===== config.mk =====
export PLATFORM = sky130hd
export DESIGN_NAME = prng_lfsr_gen_flat
export DESIGN_NICKNAME = d
export VERILOG_FILES = /design/src/rtl/prng_lfsr_gen_if.sv /design/src/rtl/prng_lfsr_gen.sv /design/src/flat_wrapper.sv
export SDC_FILE = /design/constraint.sdc
export NUM_CORES = 1
export LEC_CHECK = 0
export ABC_AREA = 1
export CAP_MARGIN = 20
export CORE_MARGIN = 2
export CORE_UTILIZATION = 25
export CTS_BUF_LIST = sky130_fd_sc_hd__clkbuf_16
export CTS_CLUSTER_SIZE = 20
export DETAILED_ROUTE_END_ITERATION = 7
export PLACE_DENSITY = 0.41
export SKIP_CTS_REPAIR_TIMING = 1
export SLEW_MARGIN = 20
export SYNTH_ARGS = -nofsm -noshare
export SYNTH_HDL_FRONTEND = slang
export SYNTH_SLANG_ARGS = --single-unit

===== constraint.sdc =====
create_clock -name clk -period 4.95 [get_ports clk]
set_input_delay 0.99 -clock clk [delete_from_list [all_inputs] [get_ports clk]]
set_output_delay 0.99 -clock clk [all_outputs]
set_load 0.01 [all_outputs]

===== src/rtl/prng_lfsr_gen_if.sv =====
// Output word handshake between the PRNG and its consumer.
// The generator drives the word and its valid flag; the consumer answers with ready.
interface prng_lfsr_gen_if #(
    parameter int OUT_W = 8
);
    logic             out_valid;
    logic             out_ready;
    logic [OUT_W-1:0] out_data;

    modport master (
        output out_valid,
        output out_data,
        input  out_ready
    );

    modport slave (
        input  out_valid,
        input  out_data,
        output out_ready
    );
endinterface


===== src/rtl/prng_lfsr_gen.sv =====
// Pseudo-random word generator.
// A WIDTH-bit XNOR Fibonacci data LFSR and an 8-bit XNOR control LFSR feed a
// bit-pair selector. Steps come from an on-clock prescaler (mode 0) or from an
// external strobe (mode 1). The output word is offered on a valid/ready
// handshake, and overwriting an unaccepted word raises a sticky overrun flag.
module prng_lfsr_gen #(
    parameter int               WIDTH      = 16,
    parameter logic [WIDTH-1:0] TAPS       = 16'hD008,
    parameter logic [7:0]       CTRL_TAPS  = 8'hB8,
    parameter int               OUT_W      = 8,
    parameter int               DIV        = 10_000_000,
    parameter int               CTRL_RATIO = 4
) (
    input  logic              clk,
    input  logic              rst_n,
    input  logic              ena_i,
    input  logic              mode_i,
    input  logic              step_i,
    input  logic              seed_load_i,
    input  logic [WIDTH-1:0]  seed_in_i,
    prng_lfsr_gen_if.master   out_if,
    output logic              tick_out_o,
    output logic              overrun_o
);

    localparam int PW = (DIV > 1) ? $clog2(DIV) : 1;
    localparam int RW = (CTRL_RATIO > 1) ? $clog2(CTRL_RATIO) : 1;
    localparam logic [PW-1:0] PRESC_LAST = PW'(DIV - 1);
    localparam logic [RW-1:0] RATIO_LAST = RW'(CTRL_RATIO - 1);

    logic [WIDTH-1:0] data_q,    data_d;
    logic [7:0]       ctrl_q,    ctrl_d;
    logic [PW-1:0]    presc_q,   presc_d;
    logic [RW-1:0]    ratio_q,   ratio_d;
    logic [OUT_W-1:0] word_q,    word_d;
    logic             valid_q,   valid_d;
    logic             tick_q,    tick_d;
    logic             overrun_q, overrun_d;
    logic             wrap;
    logic             step_req;

    // The tapped bits are XNOR-reduced and shifted in at bit 0; all-ones locks up.
    function automatic logic [WIDTH-1:0] dataNext(input logic [WIDTH-1:0] s);
        return {s[WIDTH-2:0], ~^(s & TAPS)};
    endfunction

    function automatic logic [7:0] ctrlNext(input logic [7:0] s);
        return {s[6:0], ~^(s & CTRL_TAPS)};
    endfunction

    // Each output bit picks one bit of its data pair, steered by a control bit.
    function automatic logic [OUT_W-1:0] selectWord(input logic [WIDTH-1:0] s,
                                                    input logic [7:0]       c);
        logic [OUT_W-1:0] w;
        w = '0;
        for (int i = 0; i < OUT_W; i++) begin
            w[i] = c[i] ? s[2*i+1] : s[2*i];
        end
        return w;
    endfunction

    // Next-state logic: ena low freezes everything, then seed load beats step beats accept.
    always_comb begin
        data_d    = data_q;
        ctrl_d    = ctrl_q;
        presc_d   = presc_q;
        ratio_d   = ratio_q;
        word_d    = word_q;
        valid_d   = valid_q;
        tick_d    = tick_q;
        overrun_d = overrun_q;
        wrap      = 1'b0;
        step_req  = 1'b0;

        if (ena_i) begin
            wrap     = (presc_q == PRESC_LAST);
            presc_d  = wrap ? '0 : presc_q + PW'(1);
            tick_d   = wrap;
            step_req = mode_i ? step_i : wrap;

            if (seed_load_i) begin
                data_d    = (seed_in_i == '1) ? '0 : seed_in_i;
                ctrl_d    = '0;
                ratio_d   = '0;
                overrun_d = 1'b0;
                valid_d   = 1'b0;
            end else if (step_req) begin
                data_d = dataNext(data_q);
                if (ratio_q == RATIO_LAST) begin
                    ratio_d = '0;
                    ctrl_d  = ctrlNext(ctrl_q);
                end else begin
                    ratio_d = ratio_q + RW'(1);
                end
                word_d = selectWord(data_d, ctrl_d);
                if (valid_q && !out_if.out_ready) begin
                    overrun_d = 1'b1;
                end
                valid_d = 1'b1;
            end else if (valid_q && out_if.out_ready) begin
                valid_d = 1'b0;
            end
        end
    end

    // State registers with synchronous active-low reset.
    always_ff @(posedge clk) begin
        if (!rst_n) begin
            data_q    <= '0;
            ctrl_q    <= '0;
            presc_q   <= '0;
            ratio_q   <= '0;
            word_q    <= '0;
            valid_q   <= 1'b0;
            tick_q    <= 1'b0;
            overrun_q <= 1'b0;
        end else begin
            data_q    <= data_d;
            ctrl_q    <= ctrl_d;
            presc_q   <= presc_d;
            ratio_q   <= ratio_d;
            word_q    <= word_d;
            valid_q   <= valid_d;
            tick_q    <= tick_d;
            overrun_q <= overrun_d;
        end
    end

    assign out_if.out_data  = word_q;
    assign out_if.out_valid = valid_q;
    assign tick_out_o       = tick_q;
    assign overrun_o        = overrun_q;

endmodule


===== src/flat_wrapper.sv =====
// flat-port wrapper written by rule: the top's interface ports become plain ports
module prng_lfsr_gen_flat 
#(
    parameter int               WIDTH      = 16,
    parameter logic [WIDTH-1:0] TAPS       = 16'hD008,
    parameter logic [7:0]       CTRL_TAPS  = 8'hB8,
    parameter int               OUT_W      = 8,
    parameter int               DIV        = 10_000_000,
    parameter int               CTRL_RATIO = 4
)
  (clk, rst_n, ena_i, mode_i, step_i, seed_load_i, seed_in_i, tick_out_o, overrun_o, out_if_out_valid, out_if_out_data, out_if_out_ready);
  prng_lfsr_gen_if #(.OUT_W(OUT_W)) out_if_i ();
  input  logic clk;
  input  logic rst_n;
  input  logic ena_i;
  input  logic mode_i;
  input  logic step_i;
  input  logic seed_load_i;
  input  logic [WIDTH-1:0] seed_in_i;
  output logic tick_out_o;
  output logic overrun_o;
  output wire logic [$bits(out_if_i.out_valid)-1:0] out_if_out_valid;
  output wire logic [$bits(out_if_i.out_data)-1:0] out_if_out_data;
  input wire logic [$bits(out_if_i.out_ready)-1:0] out_if_out_ready;
  assign out_if_out_valid = out_if_i.out_valid;
  assign out_if_out_data = out_if_i.out_data;
  assign out_if_i.out_ready = out_if_out_ready;
  prng_lfsr_gen #(.WIDTH(WIDTH), .TAPS(TAPS), .CTRL_TAPS(CTRL_TAPS), .OUT_W(OUT_W), .DIV(DIV), .CTRL_RATIO(CTRL_RATIO)) u_core (.clk(clk), .rst_n(rst_n), .ena_i(ena_i), .mode_i(mode_i), .step_i(step_i), .seed_load_i(seed_load_i), .seed_in_i(seed_in_i), .out_if(out_if_i), .tick_out_o(tick_out_o), .overrun_o(overrun_o));
endmodule

### After elaboration in Yosys (flattened, before gate mapping)

Cells that the tools add are included.

* add/subtract/negate cells: 2
* $mul: 0
* div/mod/pow operators: 0
* magnitude comparators: 0
* equality and inequality tests: 3
* shifts and indexed selects: 0
* muxes and demuxes: 28
* bitwise operators: 1
* reductions and logical operators: 12

Operators by type and width (number)
* $mux 16: 3
* $mux 8: 6
* $add 24x1->24 const B: 1
* $eq 24x24->1 const B: 1
* $mux 24: 1
* $eq 16x16->1 const B: 1
* $reduce_xnor 16->1: 1
* $mux 1: 15
* $reduce_xnor 8->1: 1
* $mux 2: 3
* $reduce_and 3->1: 2
* $reduce_and 2->1: 2
* $reduce_bool 2->1: 2
* $reduce_bool 3->1: 1
* $add 2x1->2 const B: 1
* $eq 2x2->1 const B: 1
* $logic_and 1x1->1: 2
* $logic_not 1->1: 1
* $not 1->1: 1

* register bits after elaboration: 61
* latch bits: 0
* RAM bits: 0
* bits in read-only memories: 0
* input bits: 23
* output and inout port bits: 11
* word-level logic and storage cells: 54
* memories: 0

### Depth between registers and ports, before layout

Gate-level depths: netlist (run 1).

* depth in word-level cells: 7
* gate-level depth with buffers: 11
* gate-level depth less buffers: 11

### Worst setup path before layout (run 1)

No wires, ideal clock.

* path type: input-to-reg
* start: in mode_i
* end: reg u_core.word_q[1], in the netlist u_core.out_if.out_data[1]
* setup time: 0.071 ns
* arrival: 1.890 ns
* data required time: 4.879 ns
* slack: 2.989 ns
* stages: 6
* path buffers: 1
* cells stage by stage: inv_1 -> nor2_1 -> nor2_4 -> clkbuf_1 -> nand4_1 -> a21oi_1

* cells in the longest elaborated chain, start to end: 2

RTL lines
* from (decl): RTL line flat_wrapper.sv:16 `input logic mode_i;`
* $mux 1: RTL line prng_lfsr_gen.sv:79 `step_req = mode_i ? step_i : wrap;`
* $reduce_and 3->1 (no source line)
* to (signal assigned): RTL line prng_lfsr_gen.sv:122 `word_q <= word_d;`
* to (decl): RTL line prng_lfsr_gen.sv:35 `logic [OUT_W-1:0] word_q, word_d;`

No other way between the ends.
A chain may end at the register's enable or synchronous reset.

### Worst setup path in the final report (run 1)

* start: in ena_i
* end: reg u_core.data_q[6]

* cells in the longest elaborated chain, start to end: 1

RTL lines
* from (decl): RTL line flat_wrapper.sv:15 `input logic ena_i;`
* $reduce_and 2->1 (no source line)
* to (signal assigned): RTL line prng_lfsr_gen.sv:118 `data_q <= data_d;`
* to (decl): RTL line prng_lfsr_gen.sv:31 `logic [WIDTH-1:0] data_q, data_d;`

No other way between the ends.

==> metrics.csv, run 1 <==
metric;value;unit
nNetsFinal;609;
synth_top_family_by_area;simple AND/OR/NAND/NOR gates;
outcome;complete, no violations;
antenna_found_initial;0;
groute.usage.overall;0.148;
pwr-share-clk;0.455;
ctsRootBufferMaster;clkbuf_16;
h-tree-depth;3;
synth.avg_cell_area;6.30;µm²
dpl_worst_slack;1.44;ns
seqPwrFrac;0.432;
synth_top_area_share;0.347;
drt-pass1-iter-count;4;
io_buffer_count;33;
hpwl;7250;µm
yosys_warnings;0;
initial_core_util;0.254;
post_drt_wl_per_cell;13.4;µm
skew;0.00968;ns
wl;10300;µm
drive_gt1_frac;0.0492;
crit_chain;clkdlybuf4s50_1, inv_2, nor2_4, nand2_4, nand3b_1, nand2_1, nor2_1;
intPower;889;µW
final_cells;769;
synth_cell_type_count;28;
place_area;4000;µm²
synth-compound-area-share;0.0926;
switching_share;0.258;
setup_ws;1.78;ns
die_h;123;µm
place.gp.congestion;0.783;
arrival;3.43;ns
setup_viol;0;
ioPinCount;34;
slew_violations;0;
vias;3528;
antenna_left;0;
crit_slowest_cell;clkdlybuf4s50_1;
grt_max_degree;45;
synth_xor_area_frac;0.0249;
max_freq;316;MHz
post-route-period-util;0.639;
hold_viol_final;0;
synth_area;3510;µm²
drcViolationCount;0;
p_comb_frac;0.113;
synthMuxAreaShare;0;
stdcell_area;4270;µm²
critPathMaxStageDelay;0.85;ns
p_switching;309;µW
ys_ff_latch;61;
numCtsBuffers;9;
synthCells;558;
worst_pin_slew;0.738;ns
ys_top_cells_by_area;dfxtp_1 (35%), nand2_1 (18%), nor2_1 (8.0%);
critPathCaptureType;flop;
max_slew_margin;0.507;
rsz0062_at_grt;false;
cts.clk_slew.worst_paths;0.05;ns
period_minus_slack;3.17;ns
grt_first_pass_wirelength;17300;µm
first_global_vias;3348;
hold_ws;0.451;ns
clk_path_buf_depth;2;
placed_cells;752;
synth_fp_nets;583;
worstSetupPathType;in2reg;
yosys.area_share.simple;0.449;
ir_drop;143;µV
fin_setup_tns;0;ns
viasPerCell;4.59;
drt_iter0_markers;239;
mostFrequentLayoutCells;nand2_1 (165), nor2_1 (75), dfxtp_1 (61);
fp.dieW;123;µm
areaGrowthSynthToFinish;21.4;%
core_region_area;13800;µm²
p_per_area;281;nW/µm²
synth_fa_ha_area_frac;0.00712;
ys_seq_area_frac;0.347;
cp-start-kind;primary input;
timing.max_cap.violations;0;
worstPathRequired;5.21;ns
worstHoldPathType;reg2reg;
worstPathMaxFanout;44;
row_count;43;
die-area;15000;µm²
cts_tree;yes;
antennaDiodeCount;0;
clock_latency;0.33;ns
leakage;1.57;nW
clock-sinks;61;
yosys.area.top_type;dfxtp_1;
final_common_cell;nand2_1;
overflow;0;
==> path summary, 6_finish.rpt <==
| path | start | slack (ns) | end | cells past startpoint |
|---|---|---|---|---|
| worst max-delay path | ena_i | 1.78 | u_core.data_q[6]$_SDFFE_PN0P_ | 7 |
| worst min-delay path | u_core.overrun_o$_SDFFE_PN0P_ | 0.45 | u_core.overrun_o$_SDFFE_PN0P_ | 2 |
| worst max register to register | u_core.presc_q[1]$_SDFFE_PN0P_ | 2.85 | u_core.data_q[6]$_SDFFE_PN0P_ | 9 |
| worst min register to register | u_core.overrun_o$_SDFFE_PN0P_ | 0.45 | u_core.overrun_o$_SDFFE_PN0P_ | 2 |
==> critical path: cells and delay by family <==
| family | cells | cell delay [ns] |
|---|---|---|
| buffers and inverters | 2 | 1.14 |
| AND/OR/NAND/NOR | 5 | 1.27 |
==> layout make-up <==
cell class / instances / area [µm²]
clock buffer: 9 / 225
clock inverter: 7 / 27.5
fill: 1473 / 9560
inverter: 43 / 161
multi-input combinational: 430 / 2020
sequential: 61 / 1220
tap: 180 / 225
timing repair buffer: 39 / 390
==> per-layer routing <==
layer	track usage	wire length, µm	part of all wire
met1	0.209	5340	0.52
met2	0.222	4540	0.44
met3	0.0418	371	0.036
met4	0.0381	63	0.0061
met5	0	0	0
==> flip-flops by register name, indices dropped and copies added, names as in the netlist <==
signal / cells
u_core.overrun_o: 1
u_core.out_if.out_data: 8
u_core.tick_out_o: 1
u_core.ctrl_q: 8
u_core.presc_q: 24
u_core.ratio_q: 2
u_core.data_q: 16
u_core.out_if.out_valid: 1
==> cell usage after synthesis <==
cell	number
a21oi_1	48
buf_1	1
buf_2	6
buf_4	1
buf_6	2
clkbuf_1	14
clkinv_1	2
dfxtp_1	61
ha_1	2
inv_1	40
inv_2	1
nand2_1	165
nand2_2	1
nand2_4	2
nand3_1	53
nand3_2	2
nand3b_1	9
nand3b_2	1
nand4_1	28
nor2_1	75
nor2_2	4
nor2_4	2
nor3_1	8
nor3b_1	2
o21ai_0	17
or2_0	1
xnor2_1	4
xor2_1	6
==> power by group through the flow <==
stage	Clock, mW	Sequential (mW)	Combinational, mW
floorplan	0	0.525	0.0889
global placement	0	0.528	0.133
detailed placement	0	0.528	0.134
CTS	0.566	0.518	0.135
global route	0.585	0.520	0.154
finish	0.545	0.518	0.135
==> metrics by stage <==
| step | power [mW] | utilization |
|---|---|---|
| 2_1_floorplan | 0.614 | - |
| 3_3_place_gp | 0.660 | 0.288 |
| 3_5_place_dp | 0.662 | 0.289 |
| 4_1_cts | 1.22 | 0.307 |
| 5_1_grt | 1.26 | 0.309 |
| 6_report | 1.20 | 0.309 |
==> logic make-up (layout without fill, tap and decap cells) <==
family	after synthesis	count (layout)
XOR/XNOR	10	10
flip-flops	61	61
AO/OA/AOI/OAI	65	65
AND/OR/NAND/NOR	353	353
adder cells (fa/ha/maj)	2	2
buffers and inverters	67	98
Note: power is estimated with default switching activity, not from simulation.
==> run 2, diff against run 1 <==
Clock period 4.95 ns to 3.2 ns, I/O delays scaled along.
==> run 2 against run 1 <==
Effect of this change: sequential cell count unchanged; total power is 63% higher; setup slack worse by 0.78 ns; sequential power grew 55%; global-route usage up 0.13 points; sequential share of layout area is 0.29 points lower; critical path depth up 1; hold slack improved by 0.00055 ns; wire length is 2.2% higher.
==> metrics.csv, run 2 (synthesis gave the netlist of run 1 again) <==
metric;value;unit
die-area;15000;µm²
final_cells;773;
ctsRootBufferMaster;clkbuf_16;
clk_path_buf_depth;2;
hold_ws;0.452;ns
worst-path-buf-inv;1;
clock_latency;0.34;ns
initial_core_util;0.254;
post-route-period-util;0.686;
antenna_found_initial;0;
final_util;0.312;
place.gp.congestion;0.810;
antenna_left;0;
crit_chain;clkdlybuf4s50_1, nand4_1, nor2_1, nand2_1, nor3_1, nand3_1, nand2_1, nor2_1;
endpoint;u_core.presc_q[16]$_SDFFE_PN0P_;
first_global_vias;3371;
clock-sinks;61;
drive_gt1_frac;0.0607;
worst_pin_slew;0.685;ns
die_h;123;µm
viasPerCell;4.66;
io_buffer_count;33;
timing.max_cap.violations;0;
max_freq;455;MHz
post_drt_wl_per_cell;13.6;µm
worstPathRequired;3.43;ns
p_per_area;454;nW/µm²
path_depth;8;
placed_cells;757;
hold_viol_final;0;
top_register;u_core.presc_q;
h-tree-depth;3;
reg2reg_from;u_core.presc_q[1]$_SDFFE_PN0P_;
crit_slowest_cell;clkdlybuf4s50_1;
power;1.96;mW
outcome;complete, no violations;
worstReg2RegEnd;u_core.presc_q[16]$_SDFFE_PN0P_;
rsz0062_at_grt;false;
fin_setup_tns;0;ns
max_slew_margin;0.539;
worstPathMaxFanout;4;
arrival;2.43;ns
worstHoldPathType;reg2reg;
antennaDiodeCount;0;
nNetsFinal;613;
worstRegToRegCells;9;
reg2reg_slack;1.17;ns
dpl_worst_slack;0.661;ns
cts.clk_slew.worst_paths;0.05;ns
cpLargestDelayFamily;simple AND/OR/NAND/NOR gates;
startpoint;ena_i;
ir_drop;258;µV
stdcell_area;4310;µm²
leakage;1.59;nW
worstSetupPathType;in2reg;
core_region_area;13800;µm²
multi_input_area;2020;µm²
critPathCaptureType;flop;
vias;3604;
drt-pass1-iter-count;6;
period_minus_slack;2.20;ns
cp-start-kind;primary input;
critPathMaxStageDelay;0.58;ns
drcViolationCount;0;
grt_max_degree;46;
areaGrowthSynthToFinish;22.6;%
largest_register_ffs;24;
top_regs;u_core.presc_q: 24 flops, u_core.data_q: 16 flops;
slew_violations;0;
setup_viol;0;
drt_iter0_markers;228;
overflow;0;
cts_tree;yes;
numCtsBuffers;9;
fp.dieW;123;µm
wl;10600;µm
groute.usage.overall;0.150;
hpwl;7500;µm
row_count;43;
seqCellArea;1220;µm²
skew;0.00454;ns
grt_first_pass_wirelength;17300;µm
setup_ws;1.00;ns
mostFrequentLayoutCells;nand2_1 (165), nor2_1 (75), dfxtp_1 (61);
final_common_cell;nand2_1;
ioPinCount;34;
place_area;4030;µm²
fillers;1536;
## run 2: cell types whose count changed in the layout (fill, tap and decap cells not counted)
cell       previous run  this run
clkinv_2              1         3
inv_1                43        40
buf_4                 4        10
bufinv_16             0         1
buf_8                 2         0
## run 2: worst min path at each step
stage / start / end / depth (start not counted)
2_1_floorplan: u_core.ctrl_q[1]$_SDFFE_PN0P_ / u_core.ctrl_q[1]$_SDFFE_PN0P_ / 2
3_3_place_gp: u_core.overrun_o$_SDFFE_PN0P_ / u_core.overrun_o$_SDFFE_PN0P_ / 2
3_5_place_dp: u_core.overrun_o$_SDFFE_PN0P_ / u_core.overrun_o$_SDFFE_PN0P_ / 2
4_1_cts: u_core.overrun_o$_SDFFE_PN0P_ / u_core.overrun_o$_SDFFE_PN0P_ / 2
5_1_grt: u_core.overrun_o$_SDFFE_PN0P_ / u_core.overrun_o$_SDFFE_PN0P_ / 2
6_report: u_core.overrun_o$_SDFFE_PN0P_ / u_core.overrun_o$_SDFFE_PN0P_ / 2
## run 2: cell type report
type,instances,area share
clock buffers,9,0.0522
clock inverters,7,0.0131
inverters,43,0.0374
multi-input cells,430,0.468
flip-flops and latches,61,0.283
well taps,180,0.0522
repair buffers,43,0.0940
## run 2: power by group
| group | switching, mW | internal [mW] | total (mW) |
|---|---|---|---|
| clock | 0.354 | 0.589 | 0.943 |
| combinational | 0.124 | 0.0884 | 0.212 |
| sequential | 0.0170 | 0.784 | 0.801 |
## run 2: layer usage
metal  vias up  part of all wire  global-route usage
met1      1639              0.51               0.209
met4         0             0.015              0.0539
li1       1882                 -                   -
met5         -                 0                   0
met3        13             0.045              0.0381
met2        70              0.43               0.221
## run 2: worst reg2reg max path, cell delays in order (launching register included)
cell	delay, ns
dfxtp_1	0.35
ha_1	0.22
buf_4	0.17
nand4_1	0.16
nor2_1	0.26
nand2_1	0.15
nor3_1	0.37
nand3_1	0.12
nand2_1	0.09
nor2_1	0.03
==> variant 1: new RTL, settings of run 1 <==
`CTRL_TAPS` is set to 8'hB8 in 2 places; all go to 8'h5C.
--- a/src/rtl/prng_lfsr_gen.sv
+++ b/src/rtl/prng_lfsr_gen.sv
@@ -6,7 +6,7 @@
 module prng_lfsr_gen #(
     parameter int               WIDTH      = 16,
     parameter logic [WIDTH-1:0] TAPS       = 16'hD008,
-    parameter logic [7:0]       CTRL_TAPS  = 8'hB8,
+    parameter logic [7:0]       CTRL_TAPS  = 8'h5C,
     parameter int               OUT_W      = 8,
     parameter int               DIV        = 10_000_000,
     parameter int               CTRL_RATIO = 4
--- a/src/flat_wrapper.sv
+++ b/src/flat_wrapper.sv
@@ -3,7 +3,7 @@
 #(
     parameter int               WIDTH      = 16,
     parameter logic [WIDTH-1:0] TAPS       = 16'hD008,
-    parameter logic [7:0]       CTRL_TAPS  = 8'hB8,
+    parameter logic [7:0]       CTRL_TAPS  = 8'h5C,
     parameter int               OUT_W      = 8,
     parameter int               DIV        = 10_000_000,
     parameter int               CTRL_RATIO = 4
Check against the original RTL: no difference found for any inputs over 4 cycles, from zero or initial values and one cycle with rst_n low; that may be too few to reach the edited logic, so the function may still have changed.
==> variant 1 against run 1 <==
Synthesized area is essentially flat. Total power increased by 4.8%. Sequential cell count stayed put. Combinational power is 3% lower. Largest power group unchanged. Routed wire length is 1.2% lower. Setup slack improved by 0.35 ns. Design area down 0.38%. Via count grew 2.4%.
==> variant 1: results <==
[layout]
drive_above_1_share = 0.05660
fin_nets = 605
fillers = 1534
top_regs = "u_core.presc_q x24, u_core.data_q x16"
n_antenna_cell = 0
syn_to_final_growth_pct = 20.98

[global_route]
grt_pass1_wl_um = 16790
grt_max_degree = 46
met2_usage = 0.2510
met3_usage = 0.04136
antenna_found_initial = 0
grtUsageTotal = 0.1449
grt_util_met1 = 0.1654
grt_pass1_vias = 3417

[synth]
async_reset_ff_frac = 0
synth_area_leaders = "dfxtp_1 (35%), nand2_1 (17%), nand3_1 (7.5%)"
synth_fp_nets = 582
ys.flop_type = "dfxtp_1"
yosysSeqAreaShare = 0.3476
synth_cell_type_count = 28
yosys_warnings = 0
synth_common_cells = "nand2_1 (163), nor2_1 (69), dfxtp_1 (61)"

[place]
gp_congestion = 0.7775
portBuffers = 33
dp_hpwl_um = 7276
placed_area_mm2 = 0.003979

[min_path]
min_path_cells = 2
hold_path_class = "flop to flop"

[sta]
skew_ns = 0.01031
tns_ns = 0
max-slew-margin-rel = 0.5896

[setup_path]
worstRegToRegCells = 9
cp_top_family = "simple AND/OR/NAND/NOR gates"
cp_max_fo = 44
cp_slowest_cell = "clkdlybuf4s50_1"
slowest_delay_ns = 0.46

[detailed_routing]
drt_iter0_drc = 199
wl_per_cell_um = 13.37
dr.pass1.iters = 4
viasPerCell = 4.735

[clocking]
cts_made_buffers = 9
h-tree-depth = 3
clock_latency_ns = 0.34
cts_buffer_depth = 2
clk_pin_slew_ns = 0.06
cts_root_buf = "clkbuf_16"

[power_and_ir_drop]
vdd_ir_drop_max_mv = 0.1499
leakage_nw = 1.548

[status]
status = "finished clean"
## variant 1: cell count changes in the layout (fill, tap and decap cells not counted), sizes merged, moves of 2 or more
cell	delta
buf	-2
clkinv	-2
nor2	-3
nand2	-2
## variant 1: final timing paths
check                    start  slack (ns)                to
max                      ena_i        2.14  u_core.data_q[2]
min           u_core.overrun_o        0.46  u_core.overrun_o
max reg2reg  u_core.presc_q[0]        2.90  u_core.data_q[2]
min reg2reg   u_core.overrun_o        0.46  u_core.overrun_o
## variant 1: area by class of cell
| type | count | area share |
|---|---|---|
| clock buffers | 9 | 0.05299 |
| inverters | 43 | 0.03797 |
| flip-flops and latches | 61 | 0.2873 |
| repair buffers | 37 | 0.08478 |
| multi-input cells | 428 | 0.4731 |
| well taps | 180 | 0.05299 |
| clock inverters | 5 | 0.01089 |
## variant 1: cells by family after synthesis
family,share of synthesized area
xor gates and xnor gates,0.02243
DFF,0.3476
AOI/OAI and AO/OA,0.09580
buffers and inverters,0.08013
and+or+nand+nor,0.4469
adders and majority gates,0.007121
## variant 1: routing by layer
metal	share of wire	routed length, um
met5	0	0
met4	0.024	248
met3	0.036	369
met2	0.49	5007
met1	0.45	4574
## variant 1: through the flow
stage	worst slack, ns	std cells	hold WS [ns]
after detailed placement	1.754	749	0.4453
after floorplan	2.982	557	0.4567
after CTS	2.121	763	0.4581
after global placement	1.759	749	0.4441
final	2.139	763	0.4553
after global routing	1.910	763	0.4909
## variant 1: report_power, final
group	switching (W)	internal [W]	leakage, nW
sequential	0.0000109	0.000507	0.496
combinational	0.0000777	0.0000537	0.911
clock	0.000230	0.000377	0.141
## variant 1: tightest hold or removal path: cells and delay by family (launching register included)
family,cells,cell delay [ns]
compound gates,1,0.05
buf+inv,1,0.05
flops,1,0.31
==> variant 2: new RTL, settings of run 1 <==
Without the edit above. Put one more register stage on the output `overrun_o`, without a reset. The value now appears one clock later. The other outputs are not delayed to match.
--- a/src/rtl/prng_lfsr_gen.sv
+++ b/src/rtl/prng_lfsr_gen.sv
@@ -129,7 +129,9 @@
     assign out_if.out_data  = word_q;
     assign out_if.out_valid = valid_q;
     assign tick_out_o       = tick_q;
-    assign overrun_o        = overrun_q;
+    always_ff @(posedge clk) begin
+        overrun_o <= overrun_q;
+    end
 
 endmodule
 
Formal check against the unedited RTL: not equivalent (Yosys sat finds a counterexample within 4 cycles, from zero or initial values and one cycle with rst_n low).
==> variant 2 against run 1 <==
Utilization down 0.13 points. Routed wire length about the same. Synthesized area up 0.57%. Sequential share of layout area up 0.59 points. Final cell count down 0.39%. Sequential power up 2%. Sequential cell count up 1. Design area down 0.41%. Die area up 0.55%. Highest routed layer unchanged. Setup slack worse by 0.19 ns. Total power up 0.51%. Via count up 1.7%. Clock power about the same. Register-to-register slack worse by 0.04 ns.
==> variant 2: results <==
[status]
status = "finished clean"

[synth]
synthAdderAreaFrac = 0.007080
synth_common_cells = "nand2_1 (165), nor2_1 (75), dfxtp_1 (62)"
synth_xor_area_frac = 0.02478

[power_and_ir_drop]
leakage_nw = 1.547
vdd_ir_drop_max_mv = 0.1438

[clocking]
cts_sinks = 62

[global_route]
grt_max_degree = 46
grt_pass1_wl_um = 17090
grt_pass1_vias = 3436

[place]
placed_area_mm2 = 0.004004
dp_hpwl_um = 7263

[setup_path]
rrSetupSlack_ns = 2.81
crit_start = "rst_n"
timing.rr.end = "u_core.data_q[10]"
cp-endpoint = "u_core.out_if.out_valid"

[layout]
n_all_buffers = 37
nonClkBufAreaFrac = 0.08481
clk_share = 0.05771
finalInstanceArea_mm2 = 0.004249
fillers = 1540
fin_nets = 608

[sta]
postLayoutSetupSlackWorst_ns = 1.599

[detailed_routing]
wl_per_cell_um = 13.48
num_vias = 3587
variant 2: worst min-delay path by stage:
stage | slack [ns] | end | cells after the start | startpoint
after global routing | 0.37 | u_core.overrun_o | 0 | u_core.overrun_q
after detailed placement | 0.34 | u_core.overrun_o | 0 | u_core.overrun_q
after floorplan | 0.33 | u_core.overrun_o | 0 | u_core.overrun_q
final | 0.35 | u_core.overrun_o | 0 | u_core.overrun_q
after CTS | 0.35 | u_core.overrun_o | 0 | u_core.overrun_q
after global placement | 0.34 | u_core.overrun_o | 0 | u_core.overrun_q
variant 2: where the power goes:
part / internal, W / leakage [nW] / switching, W
Sequential: 0.000515 / 0.504 / 0.0000112
Clock: 0.000324 / 0.125 / 0.000222
Combinational: 0.0000542 / 0.918 / 0.0000781
Total: 0.000893 / 1.55 / 0.000311
variant 2: routing by layer:
metal	vias up	track usage	wire length [um]
li1	1878	-	-
met4	0	0.04526	116
met2	40	0.2600	5268
met3	9	0.04290	312
met5	-	0	0
met1	1660	0.1700	4631
